File: src/rtl/store_merge_unit.sv
// Sub-word store engine: widens byte/halfword stores into full-word writes
// by reading the old word, merging the new bytes in, and writing it back.
module store_merge_unit (
  input  logic        clk,
  input  logic        reset,
  input  logic        start,
  input  logic [31:0] addr,
  input  logic [31:0] wdata,
  input  logic [1:0]  size,
  output logic        busy,
  output logic        done,
  output logic        err,
  output logic [31:0] mem_addr,
  output logic        mem_rd_en,
  input  logic [31:0] mem_rdata,
  output logic        mem_we,
  output logic [31:0] mem_wdata
);

  typedef enum logic [2:0] {
    IDLE = 3'd0,
    RD   = 3'd1,
    WAIT = 3'd2,
    WR   = 3'd3,
    DONE = 3'd4
  } state_t;

  localparam logic [1:0] SIZE_HALF = 2'b01;
  localparam logic [1:0] SIZE_BYTE = 2'b10;

  state_t      state;
  state_t      state_next;

  logic [31:0] addr_q;
  logic [31:0] wdata_q;
  logic [1:0]  size_q;
  logic [31:0] old_q;
  logic        err_q;

  logic        req_half;
  logic        req_byte;
  logic        req_word;
  logic        req_misaligned;

  logic [4:0]  half_lsb;
  logic [4:0]  byte_lsb;
  logic [31:0] merged;

  // Size 11 is deliberately folded into the word case.
  always_comb begin
    req_half       = (size == SIZE_HALF);
    req_byte       = (size == SIZE_BYTE);
    req_word       = !req_half && !req_byte;
    req_misaligned = (req_word && (addr[1:0] != 2'b00)) ||
                     (req_half && addr[0]);
  end

  always_ff @(posedge clk or posedge reset) begin
    if (reset) begin
      state <= IDLE;
    end else begin
      state <= state_next;
    end
  end

  always_comb begin
    state_next = state;
    case (state)
      IDLE: begin
        if (start) begin
          if (req_misaligned) begin
            state_next = DONE;
          end else if (req_word) begin
            state_next = WR;
          end else begin
            state_next = RD;
          end
        end
      end
      RD:      state_next = WAIT;
      WAIT:    state_next = WR;
      WR:      state_next = DONE;
      DONE:    state_next = IDLE;
      default: state_next = IDLE;
    endcase
  end

  // Request fields are frozen at acceptance so later input changes cannot
  // disturb an operation in flight.
  always_ff @(posedge clk or posedge reset) begin
    if (reset) begin
      addr_q  <= '0;
      wdata_q <= '0;
      size_q  <= '0;
      old_q   <= '0;
      err_q   <= 1'b0;
    end else begin
      case (state)
        IDLE: begin
          if (start) begin
            addr_q  <= addr;
            wdata_q <= wdata;
            size_q  <= size;
            err_q   <= req_misaligned;
          end
        end
        WAIT:    old_q <= mem_rdata;
        DONE:    err_q <= 1'b0;
        default: ;
      endcase
    end
  end

  // Lanes not covered by the store keep the value read from memory.
  always_comb begin
    half_lsb = {addr_q[1], 4'b0000};
    byte_lsb = {addr_q[1:0], 3'b000};
    merged   = old_q;
    case (size_q)
      SIZE_HALF: merged[half_lsb +: 16] = wdata_q[15:0];
      SIZE_BYTE: merged[byte_lsb +: 8]  = wdata_q[7:0];
      default:   merged = wdata_q;
    endcase
  end

  always_comb begin
    busy      = (state != IDLE);
    done      = (state == DONE);
    err       = (state == DONE) && err_q;
    mem_rd_en = (state == RD);
    mem_we    = (state == WR);
    mem_addr  = {addr_q[31:2], 2'b00};
    mem_wdata = merged;
  end

endmodule

File: config.mk
export PLATFORM = sky130hd
export DESIGN_NAME = store_merge_unit
export DESIGN_NICKNAME = d
export VERILOG_FILES = /design/src/rtl/store_merge_unit.sv
export SDC_FILE = /design/constraint.sdc
export NUM_CORES = 1
export LEC_CHECK = 0
export ABC_AREA = 1
export CAP_MARGIN = 20
export CORE_MARGIN = 8
export CORE_UTILIZATION = 35
export CTS_BUF_LIST = sky130_fd_sc_hd__clkbuf_2
export CTS_CLUSTER_SIZE = 25
export DETAILED_ROUTE_END_ITERATION = 12
export PLACE_DENSITY = 0.7
export SYNTH_ARGS = -nofsm -noshare
export SYNTH_HDL_FRONTEND = slang
export SYNTH_SLANG_ARGS = --single-unit
File: constraint.sdc
create_clock -name clk -period 4.28 [get_ports clk]
set_clock_uncertainty 0.05 [all_clocks]
set_input_delay 0.642 -clock clk [delete_from_list [all_inputs] [get_ports clk]]
set_output_delay 0.642 -clock clk [all_outputs]
set_load 0.02 [all_outputs]
==> results by group <==
Run status
  – Status: complete, no violations

STA
  – Least-Margin Pin Slew: ~0.76 ns
  – Fin crit share: 0.9236
  – Final hold vios: 0
  – RSZ-0062 raised after global routing: false
  – Fin crit period: 3.953 ns
  – Setup violators final: 0
  – Fin Setup TNS: 0 ns
  – FMAX: ~250 MHz
  – Worst slew margin: 0.4938
  – Slew Viols, Final: 0

Setup path
  – Reg2reg path depth: 6
  – Reg-to-Reg End: wdata_q[26]
  – WS Path Type: reg2out
  – Worst R2R Start: state[0]
  – CP max FO: 13
  – Critical Path Start: addr_q[0]
  – WP data required: approximately 3.6 ns
  – Flop2flop setup slack: 2.12 ns
  – Setup crit end: mem_wdata[28]
  – CP Capture Type: output pin
  – Crit path DAT: 3.26 ns
  – Startpoint types: register

Die
  – Starting Density: 0.3533
  – Die ar.: about 20,000 µm²
  – Row count: between 40 and 50
  – Core ar.: between 15,000 and 20,000 µm²
  – Die W: 141.7 µm
  – Die Height: about 140 µm
  – Ports: 170

Pwr
  – Internal power: 3.160 mW
  – Overall Power: around 6.2 mW
  – Lkg Pwr: around 3.5 nW
  – Part of the power in combinational logic: 0.656
  – Psw: ~3 mW
  – Net Sw Frac: 0.4897
  – Clock group share of total power: 0.064
  – Cell Pwr Density: roughly 850 nW/µm²
  – Max IR drop VDD: approximately 0.31 mV
  – Seq pwr share: 0.280

Clocking
  – Root Driver: clkbuf_2
  – CTS sink count: around 100
  – Inserted Clock Buffers: 9
  – Number of hold buffers added after CTS: 0
  – Max clock buf depth: 2
  – H-Tree Depth: 3
  – CTS tree: done
  – Insertion delay to the later sink of the worst-skew pair: 0.58 ns
  – Clock Pin Slew Worst Setup and Hold Paths: between 0.2 and 0.3 ns

Layout
  – Layout cell share with drive strength beyond 1: 0.05643
  – Layout area overhead: 30.99%
  – Register area: between 2000 and 3000 µm²
  – Area of the multi-input gates: between 2000 and 2500 µm²
  – N_diodes: 0
  – FILL cells: about 1,600
  – NumNets Final: between 900 and 1,000

Place
  – PortBufs: 167
  – Half-perimeter wire length after detailed placement: between 10,000 and 15,000 µm
  – GPL Wtd Cong: roughly 0.83

Flow run
  – Maxcap violations: 0

Synth
  – Post-synth cell types: 27
  – Mapped Cells: approximately 760
  – Top post-synthesis cells by area: dfrtp_1 46%, nand2_1 21%, nor2_1 5.7%
  – Register area share after synthesis: 0.4614
  – Yosys warns: 0
  – Synth Cell Area: 5532 µm²
  – Post-Syn Area per Cell: about 7.3 µm²
  – Share of the synthesized area in the top cell type: 0.4614
  – Largest area contributor in the netlist: dfrtp_1
  – Yosys reg bits: ~100

Detailed routing
  – Final ANT Viol Nets: 0
  – Via density: 4.535
  – Detailed Route Iter0 Violations: between 300 and 400
  – Residual DRC count: 0
  – Post-Route WL: about 16,000 µm
  – First drt pass iteration count: 5
  – Avg WL per Cell: approximately 15 µm
  – DR vias: between 4,000 and 5,000

GRT
  – Global Route Usage Sum: 0.1655
  – Number of global-route vias before repair: approximately 5,100
  – First-pass GRT wire length: around 26,000 µm
  – Initial antenna violation count: 0
  – Largest net degree at the start of global routing: a little under 60
  – Total gr overflow: 0

Hold path
  – Worst Hold Class: in2async
[power groups by stage]
stage	Combinational (mW)	Clock [mW]	Sequential, mW
after floorplan	2.67	0	1.66
after global placement	3.95	0	1.74
after detailed placement	4.00	0	1.75
after CTS	4.01	0.417	1.73
after global routing	4.47	0.456	1.79
final	4.06	0.396	1.73
[registers in the layout (all words and copies together) (netlist names)]
name / flops
wdata_q: 32
state: 3
addr_q: 32
err_q: 1
old_q: 32
size_q: 2
[final cells by class]
| type | instances | area share |
|---|---|---|
| inverter | 59 | 0.03212 |
| clock buffer | 10 | 0.006907 |
| timing repair buffer | 176 | 0.2445 |
| tap | 216 | 0.03730 |
| multi-input combinational | 533 | 0.3229 |
| sequential | 102 | 0.3523 |
| clock inverter | 6 | 0.003972 |
[synth_stat cells (all sizes together)]
cell type and count:
dfrtp 102, clkinv 1, nand4 1, o21ai 39, inv 58, nand2 311, clkbuf 4, or2 1
mux2 9, ha 8, nor2 89, nor3 2, conb 1, a21oi 51, nand3 20, buf 58
[placed cells by master, fill, tap and decap left out, drive strengths merged]
master and count:
inv 57, dfrtp 102, buf 9, nor2 89
o21ai 39, clkinvlp 2, conb 2, clkdlybuf4s50 167
mux2 9, or2 1, ha 8, nand3 20
a21oi 51, clkbuf 10, clkinv 6, nand4 1
nor3 2, nand2 311
[critical path, stage by stage (launching register included)]
cell,delay (ns)
dfrtp_1,0.51
inv_1,0.22
ha_1,0.39
inv_1,0.22
nand2_1,0.08
nor2_1,0.21
nand2_1,0.12
nand2_1,0.08
nand2_1,0.05
a21oi_1,0.15
clkdlybuf4s50_1,0.64
[logic make-up after synthesis]
kind of cell / count (synthesis) / share of synthesized area
other: 1 / 0.0006779
buffers and inverters: 121 / 0.1172
flip-flops: 102 / 0.4614
multiplexers: 9 / 0.01832
AO/OA/AOI/OAI: 90 / 0.08211
AND/OR/NAND/NOR: 424 / 0.3022
adder cells (fa/ha/maj): 8 / 0.01810
[metal layers]
metal	track usage	up-vias	part of all wire
met1	0.2004	2275	0.44
met2	0.2607	161	0.45
met3	0.06586	21	0.094
met5	0	-	0
li1	-	2541	-
met4	0.05992	0	0.016
[worst min-delay path by stage]
stage	cells past startpoint	start	to	slack [ns]
after floorplan	2	wdata_q[16]	wdata_q[16]	0.39
after global placement	2	addr_q[23]	addr_q[23]	0.40
after detailed placement	2	addr_q[21]	addr_q[21]	0.41
after CTS	2	reset	wdata_q[17]	0.34
after global routing	2	reset	wdata_q[16]	0.35
final	2	reset	addr_q[0]	0.39
[per-stage QoR]
stage	utilization	cell area, µm²	setup WS [ns]	hold slack [ns]	instances
after CTS	0.4594	7192	0.03982	0.3450	1098
after detailed placement	0.4544	7113	0.7898	0.4074	1082
after floorplan	-	5535	0.9125	0.3926	756
final	0.4628	7246	0.3269	0.3882	1102
after global placement	0.4531	7093	0.8578	0.4025	1081
after global routing	0.4628	7246	0.002027	0.3476	1102
[repair_timing]
action / in CTS / in global routing
hold endpoints to repair: 0 / 0
resized for setup: 0 / 1
setup buffers: 0 / 3
setup endpoints to repair: 0 / 6
(Power assumes the default switching activity.)
